[config.mk]
export PLATFORM = sky130hd
export DESIGN_NAME = alu_result_router_flat
export DESIGN_NICKNAME = d
export VERILOG_FILES = /design/src/rtl/alu_router_pkg.sv /design/src/rtl/alu_result_router_if.sv /design/src/rtl/alu_result_fifo.sv /design/src/rtl/alu_result_router.sv /design/src/flat_wrapper.sv
export SDC_FILE = /design/constraint.sdc
export NUM_CORES = 1
export LEC_CHECK = 0
export BUFFER_PORTS_ARGS = -buffer_cell sky130_fd_sc_hd__buf_2
export CORE_MARGIN = 3
export CORE_UTILIZATION = 31
export DETAILED_ROUTE_END_ITERATION = 6
export MAX_ROUTING_LAYER = met4
export PLACE_DENSITY = 0.47
export SLEW_MARGIN = 20
export SYNTH_ARGS = -nofsm -noshare
export SYNTH_HDL_FRONTEND = slang
export SYNTH_HIERARCHICAL = 1
export SYNTH_SLANG_ARGS = --single-unit
[constraint.sdc]
create_clock -name clk -period 8.1 [get_ports clk]
set_clock_uncertainty 0.05 [all_clocks]
set_input_delay 0.405 -clock clk [delete_from_list [all_inputs] [get_ports clk]]
set_output_delay 0.405 -clock clk [all_outputs]
set_load 0.02 [all_outputs]
[src/rtl/alu_router_pkg.sv]
// alu_router_pkg: shared constants, entry layout and destination decode for the ALU result router
package alu_router_pkg;
  localparam int DEF_WIDTH = 64;
  localparam int DEF_DEPTH = 2;
  localparam int NDEST_DEF = 4;
  localparam logic [1:0] DEST_RF   = 2'd0;
  localparam logic [1:0] DEST_MEM  = 2'd1;
  localparam logic [1:0] DEST_BR   = 2'd2;
  localparam logic [1:0] DEST_FLAG = 2'd3;
  typedef struct packed {
    logic [1:0]           sel;
    logic [DEF_WIDTH-1:0] data;
  } entry_t;
  function automatic logic [NDEST_DEF-1:0] dest_onehot(input logic [1:0] sel);
    return 4'b0001 << sel;
  endfunction
endpackage

[src/rtl/alu_result_router_if.sv]
// alu_result_router_if: ALU-side and consumer-side valid/ready bundle of the result router
interface alu_result_router_if
  import alu_router_pkg::*;
#(
  parameter int WIDTH = DEF_WIDTH,
  parameter int NDEST = NDEST_DEF
);
  logic             in_valid;
  logic             in_ready;
  logic [WIDTH-1:0] in_data;
  logic [1:0]       in_sel;
  logic [NDEST-1:0] out_valid;
  logic [NDEST-1:0] out_ready;
  logic [WIDTH-1:0] out_data;
  modport master (
    output in_valid, in_data, in_sel, out_ready,
    input  in_ready, out_valid, out_data
  );
  modport slave (
    input  in_valid, in_data, in_sel, out_ready,
    output in_ready, out_valid, out_data
  );
endinterface

[src/rtl/alu_result_fifo.sv]
// alu_result_fifo: generic power-of-two FIFO with async reset and synchronous flush
module alu_result_fifo #(
  parameter int DW    = 66,
  parameter int DEPTH = 2
) (
  input  logic                     clk,
  input  logic                     rst_n,
  input  logic                     flush,
  input  logic                     push,
  input  logic                     pop,
  input  logic [DW-1:0]            din,
  output logic [DW-1:0]            head,
  output logic                     full,
  output logic                     empty,
  output logic [$clog2(DEPTH):0]   count
);
  localparam int AW = $clog2(DEPTH);
  localparam int CW = AW + 1;
  logic [DW-1:0] mem_q [DEPTH];
  logic [DW-1:0] mem_d [DEPTH];
  logic [AW-1:0] wr_q, wr_d, rd_q, rd_d;
  logic [CW-1:0] cnt_q, cnt_d;
  logic          push_ok, pop_ok;
  // next-state: flush wins over push/pop; pointers wrap naturally at DEPTH
  always_comb begin
    full          = cnt_q == CW'(DEPTH);
    empty         = cnt_q == '0;
    push_ok       = push && !full && !flush;
    pop_ok        = pop && !empty && !flush;
    mem_d         = mem_q;
    mem_d[wr_q]   = push_ok ? din : mem_q[wr_q];
    wr_d          = flush ? '0 : wr_q + AW'(push_ok);
    rd_d          = flush ? '0 : rd_q + AW'(pop_ok);
    cnt_d         = flush ? '0 : cnt_q + CW'(push_ok) - CW'(pop_ok);
    head          = mem_q[rd_q];
    count         = cnt_q;
  end
  // pointer and occupancy state, cleared immediately by reset
  always_ff @(posedge clk or negedge rst_n) begin
    if (!rst_n) begin
      wr_q  <= '0;
      rd_q  <= '0;
      cnt_q <= '0;
    end else begin
      wr_q  <= wr_d;
      rd_q  <= rd_d;
      cnt_q <= cnt_d;
    end
  end
  // storage needs no reset: stale slots are never presented while count is zero
  always_ff @(posedge clk) begin
    mem_q <= mem_d;
  end
endmodule

[src/rtl/alu_result_router.sv]
// alu_result_router: buffers ALU results and routes the head to one of four consumers in program order
module alu_result_router
  import alu_router_pkg::*;
#(
  parameter int WIDTH = DEF_WIDTH,
  parameter int DEPTH = DEF_DEPTH,
  parameter int NDEST = NDEST_DEF
) (
  input  logic                   clk,
  input  logic                   rst_n,
  input  logic                   flush,
  alu_result_router_if.slave     bus,
  output logic [$clog2(DEPTH):0] count,
  output logic                   busy
);
  logic                   rdy_q, rdy_d;
  logic                   full, empty, push, pop;
  logic [WIDTH+1:0]       head;
  logic [$clog2(DEPTH):0] fifo_count;
  alu_result_fifo #(.DW(WIDTH + 2), .DEPTH(DEPTH)) u_fifo (
    .clk   (clk),
    .rst_n (rst_n),
    .flush (flush),
    .push  (push),
    .pop   (pop),
    .din   ({bus.in_sel, bus.in_data}),
    .head  (head),
    .full  (full),
    .empty (empty),
    .count (fifo_count)
  );
  // out-of-reset marker so in_ready rises only on the first edge after release
  always_comb rdy_d = 1'b1;
  always_ff @(posedge clk or negedge rst_n) begin
    if (!rst_n) rdy_q <= 1'b0;
    else        rdy_q <= rdy_d;
  end
  // handshakes from registered state only; head decoded one-hot and zeroed when empty
  always_comb begin
    bus.in_ready  = rdy_q && !full && !flush;
    push          = bus.in_valid && bus.in_ready;
    bus.out_valid = empty ? '0 : NDEST'(dest_onehot(head[WIDTH+1:WIDTH]));
    bus.out_data  = empty ? '0 : head[WIDTH-1:0];
    pop           = |(bus.out_valid & bus.out_ready);
    count         = fifo_count;
    busy          = !empty;
  end
endmodule

[src/flat_wrapper.sv]
// flat-port wrapper written by rule: the top's interface ports become plain ports
module alu_result_router_flat import alu_router_pkg::*;
#(
  parameter int WIDTH = DEF_WIDTH,
  parameter int DEPTH = DEF_DEPTH,
  parameter int NDEST = NDEST_DEF
)
  (clk, rst_n, flush, count, busy, bus_in_valid, bus_in_data, bus_in_sel, bus_out_ready, bus_in_ready, bus_out_valid, bus_out_data);
  alu_result_router_if #(.WIDTH(WIDTH), .NDEST(NDEST)) bus_i ();
  input  logic clk;
  input  logic rst_n;
  input  logic flush;
  output logic [$clog2(DEPTH):0] count;
  output logic busy;
  input wire logic [$bits(bus_i.in_valid)-1:0] bus_in_valid;
  input wire logic [$bits(bus_i.in_data)-1:0] bus_in_data;
  input wire logic [$bits(bus_i.in_sel)-1:0] bus_in_sel;
  input wire logic [$bits(bus_i.out_ready)-1:0] bus_out_ready;
  output wire logic [$bits(bus_i.in_ready)-1:0] bus_in_ready;
  output wire logic [$bits(bus_i.out_valid)-1:0] bus_out_valid;
  output wire logic [$bits(bus_i.out_data)-1:0] bus_out_data;
  assign bus_i.in_valid = bus_in_valid;
  assign bus_i.in_data = bus_in_data;
  assign bus_i.in_sel = bus_in_sel;
  assign bus_i.out_ready = bus_out_ready;
  assign bus_in_ready = bus_i.in_ready;
  assign bus_out_valid = bus_i.out_valid;
  assign bus_out_data = bus_i.out_data;
  alu_result_router #(.WIDTH(WIDTH), .DEPTH(DEPTH), .NDEST(NDEST)) u_core (.clk(clk), .rst_n(rst_n), .flush(flush), .bus(bus_i), .count(count), .busy(busy));
endmodule
* After elaboration in Yosys (flattened, before gate mapping)
Index checks and enable logic that the tools add are counted.
Word-level totals: flip-flop bits (word level) 137, input port bits 74, memories 0, output and inout port bits 72, latch bits 0, word-level logic and storage cells 46, bits in writable memories 0, ROM bits 0
Operators by class: reduce and logical (&&, ||, !) cells 13, bitwise gates (word level) 3, mux-type cells 15, equality and inequality tests 1, multiply operators 0, shift operators 1, magnitude comparators 3, $add $sub $neg 4, div/mod/pow operators 0
Operators by type and width (count):
- 66-bit 2-to-1 mux | 8
- 132-bit bitwise mux | 1
- 66-bit demux with 1-bit select | 1
- 64-bit 2-to-1 mux | 1
- 1-bit logical AND | 8
- 4-bit AND | 1
- 2-bit greater-or-equal comparator, second input constant | 2
- 4-bit 2-to-1 mux | 1
- 1-bit NOT with 2-bit output | 2
- 4-bit OR reduction | 1
- 1-bit by 2-bit << shifter with 4-bit output, first input constant | 1
- 1-bit logical NOT | 3
- 1-bit adder | 2
- 2-bit by 1-bit adder with 2-bit output | 1
- 2-bit == test, second input constant | 1
- 2-bit logical NOT | 1
- 2-bit by 1-bit < comparator with 1-bit output, second input constant | 1
- 1-bit 2-to-1 mux | 2
- 2-bit 2-to-1 mux | 1
- 2-bit by 1-bit subtractor with 2-bit output | 1

* Depth between registers and ports, before layout
word-level depth 12, mapped depth 13

* Modules after synthesis
Netlist, hierarchy kept.
Modules (own cells, without submodules):
- alu_result_fifo | area an instance 6675.2 um^2, instances 1, cells an instance 375, seq. area each 4063.9 um^2
- alu_result_router | area an instance 533.0 um^2, instances 1, cells an instance 82, seq. area each 25.0 um^2

* Worst setup path before layout
No wires, ideal clock.
path kind reg2reg, from register u_core.u_fifo.wr_q, to register u_core.u_fifo.wr_q, library setup time 80 ps, slack 4560 ps, stages on the path, launching flop included 6, required time 7970 ps, data arrival time 3410 ps, cells stage by stage dfrtp_1 -> buf_6 -> buf_4 -> inv_1 -> a21o_1 -> a21oi_1
Between the ends: longest elaborated chain between the ends 2
Ends and longest elaborated chain:
- from (decl) | line alu_result_fifo.sv:21 | logic [AW-1:0] wr_q, wr_d, rd_q, rd_d;
- from (signal assigned) | line alu_result_fifo.sv:45 | wr_q <= wr_d;
- 1-bit adder | line alu_result_fifo.sv:32 | wr_d = flush ? '0 : wr_q + AW'(push_ok);
- 1-bit 2-to-1 mux | line alu_result_fifo.sv:32
- named net u_core.u_fifo.wr_d | line alu_result_fifo.sv:21
The timed path passes the listed nets, and every way through them passes these cells.

* Final worst setup path
from register u_core.u_fifo.cnt_q[0] (netlist: u_core/u_fifo/count[0]), to register u_core.u_fifo.cnt_q[1] (netlist: u_core/u_fifo/count[1])
Between the ends: longest elaborated chain between the ends 10, elaborated cells between the ends (all ways) 17, classes of those cells add/sub: 2; eq/ne: 1; mux: 2; bitwise: 1; reduce/logical: 11
Ends and longest elaborated chain:
- from (decl) | line alu_result_fifo.sv:22 | logic [CW-1:0] cnt_q, cnt_d;
- from (signal assigned) | line alu_result_fifo.sv:47 | cnt_q <= cnt_d;
- 2-bit == test | line alu_result_fifo.sv:26 | full = cnt_q == CW'(DEPTH);
- named net u_core.full | line alu_result_router.sv:17 | logic full, empty, push, pop;
- 1-bit logical NOT | line alu_result_router.sv:40 | bus.in_ready = rdy_q && !full && !flush;
- 1-bit logical AND (2 in series) | line alu_result_router.sv:40
- 1-bit logical AND | line alu_result_router.sv:41 | push = bus.in_valid && bus.in_ready;
- named net u_core.push | line alu_result_router.sv:17
- 1-bit logical AND (2 in series) | line alu_result_fifo.sv:28 | push_ok = push && !full && !flush;
- 2-bit by 1-bit adder with 2-bit output | line alu_result_fifo.sv:34 | cnt_d = flush ? '0 : cnt_q + CW'(push_ok) - CW'(pop_ok);
- 2-bit by 1-bit subtractor with 2-bit output | line alu_result_fifo.sv:34
- 2-bit 2-to-1 mux | line alu_result_fifo.sv:34
- named net u_core.u_fifo.cnt_d[1] | line alu_result_fifo.sv:22
The timed path passes the listed nets, and every way through them passes these cells.

==> flow_summary.json <==
{
  "outcome": "finished clean",
  "post_cts_resize_count": 0,
  "io_buffer_count": 145,
  "finalMaxSlewViolations": 0,
  "clockBufferDepth": 2,
  "dieArea_sq_mm": 0.02512,
  "wl_mm": 15.92,
  "dr.first_iter.drc_count": 236,
  "worst_pin_slew_ns": 1.019,
  "min_delay_path_depth": 2,
  "rsz0062_at_grt": "no",
  "row_count": 55,
  "drc": 0,
  "vias": 4206,
  "htree_levels": 4,
  "grt_pass1_wl_mm": 24.58,
  "wire_per_inst_um": 17.18,
  "cp-start-kind": "flip-flop",
  "grt_max_degree": 73,
  "synth-compound-area-share": 0.002430,
  "clockRootBuffer": "clkbuf_16",
  "fin_cells": 927,
  "cts_tree": "yes",
  "critPathKind": "flip-flop to flip-flop",
  "cap_viol_max_count": 0,
  "clk_pin_slew_ns": 0.05,
  "cts_hold_buf": 1,
  "ys_warn_count": 6,
  "setup_violations": 0,
  "synth.net_count": 533,
  "p_leak_nw": 3.474,
  "muxShareOfSynthArea": 0.3275,
  "drive_above_1_share": 0.5964,
  "slew_headroom": 0.3208,
  "nNetsFinal": 675,
  "rr_worst_depth": 12,
  "dpl.hpwl_mm": 9.599,
  "insertion_delay_ns": 0.41,
  "synth_xor_area_frac": 0.002430,
  "fin_crit_sh": 0.4248,
  "core_sq_mm": 0.02278,
  "syn_to_final_growth_pct": 22.24,
  "cp_max_fo": 34,
  "track_usage": 0.1325,
  "antenna_found_initial": 2,
  "via_per_inst": 4.537,
  "die_w_um": 158.5,
  "hold_violations": 0,
  "synth_top_family_by_area": "multiplexers",
  "hp-class": "input port to flip-flop",
  "globalRoute.totalOverflow": 0,
  "io_pins": 146,
  "first_global_vias": 4751,
  "synth-simple-area-share": 0.07013,
  "syn_inst": 457,
  "cp-end-kind": "flip-flop",
  "arrival_ns": 3.72,
  "critPathRequiredTime_ns": 8.37,
  "avgSynthCellArea_sq_um": 15.77,
  "cts_sinks": 137,
  "fin_tns_setup_ns": 0,
  "synth.distinct_cells": 26,
  "routabilityCongestion": 0.6808,
  "placed_cells": 892,
  "synthAdderAreaFrac": 0.003472,
  "peakVddDrop_uv": 129.3,
  "antenna_left": 0,
  "ys_seq_elements": 137,
  "dr.pass1.iters": 4,
  "fin_crit_ns": 3.441,
  "synth.cell_area_sq_mm": 0.007208,
  "start_util": 0.3165,
  "synth_seq_area_share": 0.5673,
  "fp.dieH_um": 158.5,
  "fill_cells": 2185,
  "cts_setup_buffers": 0,
  "cts_buffers": 17,
  "max_freq_ghz": 0.2906,
  "powerDensity_mw_per_mm2": 246.9
}
cells by family after synthesis:
kind of cell    count (synthesis)
mux                           199
flops                         137
simple gates                   81
buf+inv                        32
compound gates                  3
fa+ha+maj                       2
xor+xnor                        2
other cells                     1
stage by stage:
stage	setup slack [ns]	hold slack (ns)	total power (W)	instance area, sq um	util
5_1_grt	4.299	0.1955	0.002292	8811	0.3868
3_3_place_gp	4.717	0.1766	0.001399	8212	0.3605
3_5_place_dp	4.639	0.1790	0.001423	8212	0.3605
6_report	4.659	0.2025	0.002175	8811	0.3868
2_1_floorplan	4.560	0.05941	0.001328	7208	-
4_1_cts	4.611	0.1734	0.002210	8806	0.3866
synth_stat cells:
cell type,n,area (sq um)
a21o_1,1,7.510
a21oi_1,1,5.000
and2_1,3,18.77
and3_2,1,7.510
buf_2,16,80.08
buf_4,3,22.52
buf_6,5,56.30
clkbuf_1,4,15.01
conb_1,1,3.750
dfrtp_1,5,125.1
edfxtp_1,132,3964
ha_1,2,25.02
inv_1,4,15.01
mux2_1,20,225.2
mux2_2,149,1678
mux2_4,29,435.4
mux4_2,1,22.52
nand2b_2,1,8.760
nand3_1,1,5.000
nand3b_2,1,11.26
nor2_1,4,15.01
nor2b_1,65,406.6
nor3_1,2,10.01
nor3b_1,3,22.52
o21ai_0,1,5.000
xor2_1,2,17.52
final cells by class:
type / instances / area (sq um) / area share
repair buffers: 151 / 773.2 / 0.08776
clock buffers: 17 / 425.4 / 0.04828
well taps: 313 / 391.6 / 0.04445
multi-input cells: 288 / 2947 / 0.3344
inverters: 4 / 16.27 / 0.001846
flip-flops and latches: 137 / 4094 / 0.4646
diodes: 2 / 5.005 / 0.0005680
clock inverters: 15 / 158.9 / 0.01803
where the power goes:
part | switching, W | leakage, nW | internal [W] | total [W]
combinational | 0.000146 | 1.84 | 0.000263 | 0.000410
clock | 0.000292 | 0.285 | 0.000478 | 0.000770
sequential | 0.0000512 | 1.35 | 0.000944 | 0.000996
metal layers:
metal / track usage / routed length [um]
met1: 0.1662 / 7507
met2: 0.2128 / 7326
met3: 0.03262 / 917
met4: 0.04097 / 171
met5: - / 0
flip-flops by register name, summed over array words and instances (netlist names):
name and count:
u_core/u_fifo/mem_q 132, u_core/u_fifo/count 2, u_core/u_fifo/wr_q 1, u_core/rdy_q 1
u_core/u_fifo/rd_q 1
final timing paths:
| path | slack [ns] | to | startpoint |
|---|---|---|---|
| worst min register to register | 0.62 | u_core/u_fifo/count[1]$_DFF_PN0_ | u_core/u_fifo/count[1]$_DFF_PN0_ |
| max in group asynchronous | 7.51 | u_core/u_fifo/wr_q$_DFF_PN0_ | rst_n |
| worst min-delay path | 0.20 | u_core/u_fifo/wr_q$_DFF_PN0_ | flush |
| worst max register to register | 4.66 | u_core/u_fifo/count[1]$_DFF_PN0_ | u_core/u_fifo/count[0]$_DFF_PN0_ |
| min in group asynchronous | 0.34 | u_core/u_fifo/wr_q$_DFF_PN0_ | rst_n |
| worst max-delay path | 4.66 | u_core/u_fifo/count[1]$_DFF_PN0_ | u_core/u_fifo/count[0]$_DFF_PN0_ |
placed cells by master, fill, tap and decap left out:
cell	n
nor2b_1	65
clkinv_4	2
nor2_1	3
and2_1	3
clkinvlp_4	2
bufinv_16	3
mux4_2	1
buf_4	5
mux2_1	20
mux2_2	149
nor3_1	2
nand2b_2	1
a21o_1	1
mux2_4	29
buf_2	145
o21ai_0	1
nand3b_4	1
ha_1	2
clkinv_2	6
nor2_4	1
dfrtp_2	1
xor2_1	2
diode_2	2
inv_1	3
edfxtp_1	132
dlygate4sd3_1	1
dfrtp_1	3
a21oi_1	1
conb_1	1
clkinv_1	3
clkbuf_16	17
and3_2	1
nor3b_1	3
dfrtp_4	1
nand3_1	1
worst max-delay path: stages, from the launching register on:
cell and delay [ns]:
dfrtp_1 0.43, nand2b_2 0.21, inv_1 0.06, nor3b_1 0.22
and2_1 0.26, nand3b_4 0.53, buf_4 0.56, ha_1 0.37
inv_1 0.04, ha_1 0.17, xor2_1 0.15, and2_1 0.16
nor3_1 0.12
No activity file was read; power rests on OpenSTA's default activity.
